[src/rtl/argmax_classifier_pkg.sv]
// rtl/argmax_classifier_pkg.sv - shared constants and state encoding for the argmax classifier
// Purpose: default IN_COUNT/DATA_SIZE values and the classifier FSM state type,
//          shared with the dense-layer blocks.
package argmax_classifier_pkg;

  localparam int DEF_IN_COUNT  = 10;
  localparam int DEF_DATA_SIZE = 16;

  typedef enum logic [1:0] {
    ST_IDLE   = 2'd0,
    ST_RECV   = 2'd1,
    ST_FINISH = 2'd2
  } state_e;

endpackage

[src/rtl/argmax_classifier_loop_counter.sv]
// rtl/argmax_classifier_loop_counter.sv - wrapping 0..COUNT-1 loop counter with carry-out
// Purpose: counts enabled cycles from 0 to COUNT-1, then wraps to 0.
// Ports:
//   clk, rst_n  clock, asynchronous active-low reset
//   clr_i       synchronous clear to 0 (wins over en_i)
//   en_i        advance the count this cycle
//   cnt_o       current count
//   co_o        high when en_i is set while the count sits at COUNT-1
module argmax_classifier_loop_counter #(
  parameter int COUNT = 10,
  parameter int CW    = (COUNT > 1) ? $clog2(COUNT) : 1
) (
  input  logic          clk,
  input  logic          rst_n,
  input  logic          clr_i,
  input  logic          en_i,
  output logic [CW-1:0] cnt_o,
  output logic          co_o
);

  logic [CW-1:0] cnt_q, cnt_d;

  assign cnt_o = cnt_q;
  assign co_o  = en_i && (cnt_q == CW'(COUNT - 1));

  always_comb begin
    cnt_d = cnt_q;
    if (clr_i) begin
      cnt_d = '0;
    end else if (en_i) begin
      cnt_d = co_o ? '0 : cnt_q + 1'b1;
    end
  end

  always_ff @(posedge clk or negedge rst_n) begin
    if (!rst_n) begin
      cnt_q <= '0;
    end else begin
      cnt_q <= cnt_d;
    end
  end

endmodule

[src/rtl/argmax_classifier.sv]
// rtl/argmax_classifier.sv - streaming argmax over IN_COUNT signed class scores
// Purpose: after a start pulse, accepts IN_COUNT scores over a valid/ready
//          handshake and reports the index and value of the largest one.
// Ports:
//   clk, rst              clock, asynchronous active-low reset
//   start                 one-cycle request to begin (honoured only when idle)
//   dataIn, dataValid     signed score stream from the dense layer
//   dataReady             score accepted this cycle when dataValid is also high
//   busy                  high from the cycle after start until the done cycle
//   done                  one-cycle pulse, result valid on classIdx/maxValue
//   classIdx, maxValue    result of the last completed classification
module argmax_classifier
  import argmax_classifier_pkg::*;
#(
  parameter int IN_COUNT  = DEF_IN_COUNT,
  parameter int DATA_SIZE = DEF_DATA_SIZE
) (
  input  logic                        clk,
  input  logic                        rst,
  input  logic                        start,
  input  logic [DATA_SIZE-1:0]        dataIn,
  input  logic                        dataValid,
  output logic                        dataReady,
  output logic                        busy,
  output logic                        done,
  output logic [$clog2(IN_COUNT)-1:0] classIdx,
  output logic [DATA_SIZE-1:0]        maxValue
);

  localparam int IW = $clog2(IN_COUNT);

  state_e               state_q, state_d;
  logic [IW-1:0]        cnt;
  logic                 last;
  logic                 xfer;
  logic                 begin_run;
  logic                 take;
  logic [DATA_SIZE-1:0] run_max_q, run_max_d;
  logic [IW-1:0]        run_idx_q, run_idx_d;
  logic [DATA_SIZE-1:0] res_max_q, res_max_d;
  logic [IW-1:0]        res_idx_q, res_idx_d;

  assign dataReady = (state_q == ST_RECV);
  assign busy      = (state_q != ST_IDLE);
  assign done      = (state_q == ST_FINISH);
  assign classIdx  = res_idx_q;
  assign maxValue  = res_max_q;

  assign xfer      = dataValid && dataReady;
  assign begin_run = (state_q == ST_IDLE) && start;

  argmax_classifier_loop_counter #(
    .COUNT (IN_COUNT),
    .CW    (IW)
  ) u_score_cnt (
    .clk   (clk),
    .rst_n (rst),
    .clr_i (begin_run),
    .en_i  (xfer),
    .cnt_o (cnt),
    .co_o  (last)
  );

  always_comb begin
    state_d = state_q;
    case (state_q)
      ST_IDLE:   if (start) state_d = ST_RECV;
      ST_RECV:   if (last)  state_d = ST_FINISH;
      ST_FINISH: state_d = ST_IDLE;
      default:   state_d = ST_IDLE;
    endcase
  end

  // Index 0 always loads; later scores must be strictly greater so ties keep
  // the lower index.
  assign take = (cnt == '0) || ($signed(dataIn) > $signed(run_max_q));

  // The result registers take the merged value on the last transfer, so the
  // final score is already included when done is shown in FINISH.
  always_comb begin
    run_max_d = run_max_q;
    run_idx_d = run_idx_q;
    res_max_d = res_max_q;
    res_idx_d = res_idx_q;
    if (begin_run) begin
      run_max_d = '0;
      run_idx_d = '0;
    end else if (xfer) begin
      if (take) begin
        run_max_d = dataIn;
        run_idx_d = cnt;
      end
      if (last) begin
        res_max_d = run_max_d;
        res_idx_d = run_idx_d;
      end
    end
  end

  always_ff @(posedge clk or negedge rst) begin
    if (!rst) begin
      state_q   <= ST_IDLE;
      run_max_q <= '0;
      run_idx_q <= '0;
      res_max_q <= '0;
      res_idx_q <= '0;
    end else begin
      state_q   <= state_d;
      run_max_q <= run_max_d;
      run_idx_q <= run_idx_d;
      res_max_q <= res_max_d;
      res_idx_q <= res_idx_d;
    end
  end

endmodule
[config.mk]
export PLATFORM = sky130hd
export DESIGN_NAME = argmax_classifier
export DESIGN_NICKNAME = d
export VERILOG_FILES = /design/src/rtl/argmax_classifier_pkg.sv /design/src/rtl/argmax_classifier_loop_counter.sv /design/src/rtl/argmax_classifier.sv
export SDC_FILE = /design/constraint.sdc
export NUM_CORES = 1
export LEC_CHECK = 0
export ABC_AREA = 1
export BUFFER_PORTS_ARGS = -buffer_cell sky130_fd_sc_hd__buf_2
export CAP_MARGIN = 20
export CORE_MARGIN = 10
export CORE_UTILIZATION = 35
export CTS_BUF_LIST = sky130_fd_sc_hd__clkbuf_4
export CTS_CLUSTER_SIZE = 28
export DETAILED_ROUTE_END_ITERATION = 16
export GPL_TIMING_DRIVEN = 0
export HOLD_SLACK_MARGIN = 0.05
export REMOVE_ABC_BUFFERS = 1
export SLEW_MARGIN = 15
export SYNTH_ARGS = -nofsm -noshare
export SYNTH_HDL_FRONTEND = slang
export SYNTH_SLANG_ARGS = --single-unit
export TNS_END_PERCENT = 50
[constraint.sdc]
create_clock -name clk -period 3.16 [get_ports clk]
set_clock_uncertainty 0.1 [all_clocks]
set_input_delay 0.316 -clock clk [delete_from_list [all_inputs] [get_ports clk]]
set_output_delay 0.316 -clock clk [all_outputs]
set_load 0.005 [all_outputs]
==> run_summary.xml <==
<?xml version="1.0" encoding="UTF-8"?>
<metrics>
  <group name="worst_setup_path">
    <metric name="r2r-start" unit="">u_score_cnt.cnt_o[0]</metric>
    <metric name="crit_path_max_incr_delay" unit="ns">0.71</metric>
    <metric name="worst_setup_path_end_kind" unit="">flip-flop</metric>
    <metric name="critical_path_required" unit="ns">3.33</metric>
    <metric name="critical_path.max_fanout" unit="">21</metric>
    <metric name="critical_path.n_buffers_inverters" unit="">1</metric>
    <metric name="crit_chain" unit="">inv_1, ha_1, nand3_1, nand2_4, nand2_1, nand3_1, nand2_1</metric>
    <metric name="crit-reg2reg-capture" unit="">run_max_q[6]</metric>
    <metric name="reg2regPathDepth" unit="">7</metric>
    <metric name="arrival" unit="ns">2.86</metric>
    <metric name="reg2reg_slack" unit="ns">0.48</metric>
    <metric name="startpoint_class_of_the_critical_path" unit="">flip-flop</metric>
    <metric name="crit_family" unit="">simple AND/OR/NAND/NOR gates</metric>
    <metric name="timing.critical_path.slowest_stage_cell" unit="">nand2_4</metric>
    <metric name="worst-setup-path-type" unit="">reg2reg</metric>
  </group>
  <group name="sta">
    <metric name="grt_setup_unrepaired" unit="">false</metric>
    <metric name="final_layout_worst_hold_slack" unit="ns">0.112</metric>
    <metric name="max_transition_margin" unit="">0.336</metric>
    <metric name="max_freq" unit="MHz">373</metric>
    <metric name="final.setup.worst_slack" unit="ns">0.476</metric>
    <metric name="setup_viol" unit="">0</metric>
    <metric name="final.period_utilization" unit="">0.849</metric>
    <metric name="hold_viol_final" unit="">0</metric>
    <metric name="tightestPinTransition" unit="ns">0.993</metric>
    <metric name="timing.final.max_slew_violations" unit="">0</metric>
    <metric name="final.min_clock_period" unit="ns">2.68</metric>
  </group>
  <group name="global_route">
    <metric name="grt.total_usage" unit="">0.117</metric>
    <metric name="first_pass_grt_wire_length" unit="mm">11.0</metric>
    <metric name="global_route_congestion_overflow_total" unit="">0</metric>
    <metric name="initial_antenna_violation_count" unit="">0</metric>
    <metric name="grt_start_max_net_pins" unit="">47</metric>
    <metric name="via_count_of_the_first_global_routing_pass" unit="">2297</metric>
  </group>
  <group name="final_layout">
    <metric name="final_util" unit="">0.406</metric>
    <metric name="final_net_count" unit="">436</metric>
    <metric name="layout-drive-gt1-share" unit="">0.168</metric>
    <metric name="layout.cells.most_common" unit="">nand2_1</metric>
    <metric name="final-instance-count-excl-fill" unit="">500</metric>
    <metric name="flow.area_growth_from_synthesis" unit="%">13.6</metric>
    <metric name="most-common-layout-cells" unit="">nand2_1 (126), nand3_1 (62), inv_1 (53), dfrtp_1 (46), buf_2 (41)</metric>
    <metric name="antenna-diode-count" unit="">0</metric>
  </group>
  <group name="synth">
    <metric name="synth_seq_area_share" unit="">0.421</metric>
    <metric name="postSynthRegisterBits" unit="">46</metric>
    <metric name="synth-warning-count" unit="">0</metric>
    <metric name="synth.avg_cell_area" unit="um2">7.61</metric>
    <metric name="synth.lib_cells_used.distinct" unit="">21</metric>
    <metric name="synth_cells" unit="">359</metric>
    <metric name="synthesis.area" unit="um2">2730</metric>
  </group>
  <group name="placement">
    <metric name="dpl_wire_length" unit="mm">4.43</metric>
    <metric name="dpl_worst_slack" unit="ns">0.453</metric>
    <metric name="port_buffers" unit="">42</metric>
    <metric name="gp_congestion" unit="">0.811</metric>
    <metric name="placedCellCount" unit="">491</metric>
  </group>
  <group name="route">
    <metric name="first_iter_violations" unit="">90</metric>
    <metric name="routedWlPerCell" unit="um">13.1</metric>
    <metric name="via_density_per_instance" unit="">4.56</metric>
    <metric name="first_pass_iters" unit="">4</metric>
    <metric name="drcViolationCount" unit="">0</metric>
    <metric name="drtAntennaViolNets" unit="">0</metric>
    <metric name="detail_route.wirelength" unit="mm">6.55</metric>
    <metric name="via_count" unit="">2282</metric>
  </group>
  <group name="pwr">
    <metric name="static-leakage-power" unit="uW">0.00184</metric>
    <metric name="power.density" unit="nW/um2">926</metric>
    <metric name="vdd.ir_drop.worst" unit="mV">0.295</metric>
  </group>
  <group name="run">
    <metric name="drv.max_cap_violation_count" unit="">0</metric>
  </group>
  <group name="clock_network">
    <metric name="post_cts_resize_count" unit="">0</metric>
    <metric name="cts_tree" unit="">yes</metric>
    <metric name="clock_path_buffers" unit="">2</metric>
    <metric name="cts_buffers" unit="">5</metric>
    <metric name="clkSlewWorstSetupHoldPaths" unit="ns">0.14</metric>
    <metric name="cts_sinks" unit="">46</metric>
    <metric name="cts-htree-levels" unit="">2</metric>
    <metric name="clk_latency" unit="ns">0.37</metric>
    <metric name="ctsRootBufferMaster" unit="">clkbuf_4</metric>
  </group>
  <group name="die">
    <metric name="fp-row-count" unit="">32</metric>
    <metric name="die_width" unit="um">108</metric>
    <metric name="io_pins" unit="">43</metric>
    <metric name="die_area" unit="um2">11700</metric>
    <metric name="fp.coreArea" unit="um2">7650</metric>
    <metric name="fp.dieH" unit="um">108</metric>
    <metric name="start_util" unit="">0.357</metric>
  </group>
  <group name="hold_path">
    <metric name="hold-path-endpoint" unit="">state_q[0]</metric>
    <metric name="timing.hold.worst_path_depth" unit="">3</metric>
    <metric name="timing.hold.worst.start" unit="">start</metric>
    <metric name="min-delay-path-class" unit="">in2reg</metric>
  </group>
  <group name="outcome">
    <metric name="run_status" unit="">finished, final reports clean</metric>
  </group>
</metrics>
[layer usage]
metal  GRT usage  part of all wire  vias to the layer above  wire (um)
met5           0                 0                        -          0
met4      0.0311            0.0093                        0         61
met3      0.0345             0.054                        4        355
met2       0.191              0.46                       55       3030
met1       0.146              0.47                     1032       3100
li1            -                 -                     1191          -
[metrics by stage]
step | power (uW) | area [um2] | TNS (ns)
final | 2870 | 3100 | 0
after global routing | 3200 | 3100 | 0
after CTS | 2920 | 3090 | 0
after detailed placement | 2540 | 3010 | 0
after global placement | 2500 | 3000 | -8.35
after floorplan | 2070 | 2660 | 0
[area by class of cell]
type                            instances  area (um2)
Clock buffer                            5        37.5
Fill cell                             833        4540
Inverter                               54         203
Multi-Input combinational cell        246        1310
Timing Repair Buffer                   44         238
Tap cell                              102         128
Clock inverter                          3        40.0
Sequential cell                        46        1150
[sequential cells by signal, indices dropped and copies added, names as in the netlist]
signal / cells
classIdx: 4
run_idx_q: 4
u_score_cnt.cnt_o: 4
state_q: 2
run_max_q: 16
maxValue: 16
[Yosys cell counts]
cell type | number | area [um2]
clkinv_1 | 1 | 3.75
ha_1 | 19 | 238
clkbuf_1 | 6 | 22.5
inv_1 | 53 | 199
a21oi_1 | 4 | 20.0
nand3_1 | 62 | 310
buf_4 | 1 | 7.51
buf_2 | 5 | 25.0
nand3_4 | 1 | 17.5
a21o_1 | 1 | 7.51
nand2_1 | 126 | 473
nand2_2 | 1 | 6.26
buf_12 | 1 | 20.0
a31oi_1 | 1 | 6.26
nand2_4 | 12 | 135
nand4_1 | 3 | 18.8
dfrtp_1 | 46 | 1150
o21ai_0 | 2 | 10.0
nand3_2 | 1 | 10.0
nor2_1 | 12 | 45.0
o22ai_1 | 1 | 6.26
[what timing repair did]
item	4_1_cts	5_1_grt
hold buffers	0	1
buffers inserted	0	0
endpoints found under the setup margin	0	0
hold endpoints to repair	0	46
[worst reg2reg max path: cells and delay by family (launching register included)]
family	cells	cell delay, ns
fa+ha+maj	1	0.15
buf+inv	1	0.14
simple gates	5	1.73
flops	1	0.47
[cells by family (layout without fill, tap and decap cells)]
logic type                 Yosys count  in the layout  share of synthesized area
adders and majority gates           19             19                     0.0870
AOI/OAI and AO/OA                    9              9                     0.0183
buffers and inverters               67            106                      0.102
DFF                                 46             46                      0.421
and+or+nand+nor                    218            218                      0.372
[report_power, final]
group | leakage [uW] | internal (uW) | switching (uW) | total, uW
Sequential | 0.000590 | 851 | 144 | 995
Combinational | 0.00120 | 525 | 987 | 1510
Clock | 0.0000450 | 164 | 202 | 366
[worst max path at each step]
stage,start,end,cells after the start
finish,u_score_cnt.cnt_o[0],run_max_q[6],7
CTS,u_score_cnt.cnt_o[1],maxValue[15],7
global placement,u_score_cnt.cnt_o[1],u_score_cnt.cnt_o[2],7
detailed placement,u_score_cnt.cnt_o[1],run_max_q[7],7
global route,u_score_cnt.cnt_o[1],maxValue[8],7
floorplan,u_score_cnt.cnt_o[1],u_score_cnt.cnt_o[2],7
Power figures use the tool's default switching activity.
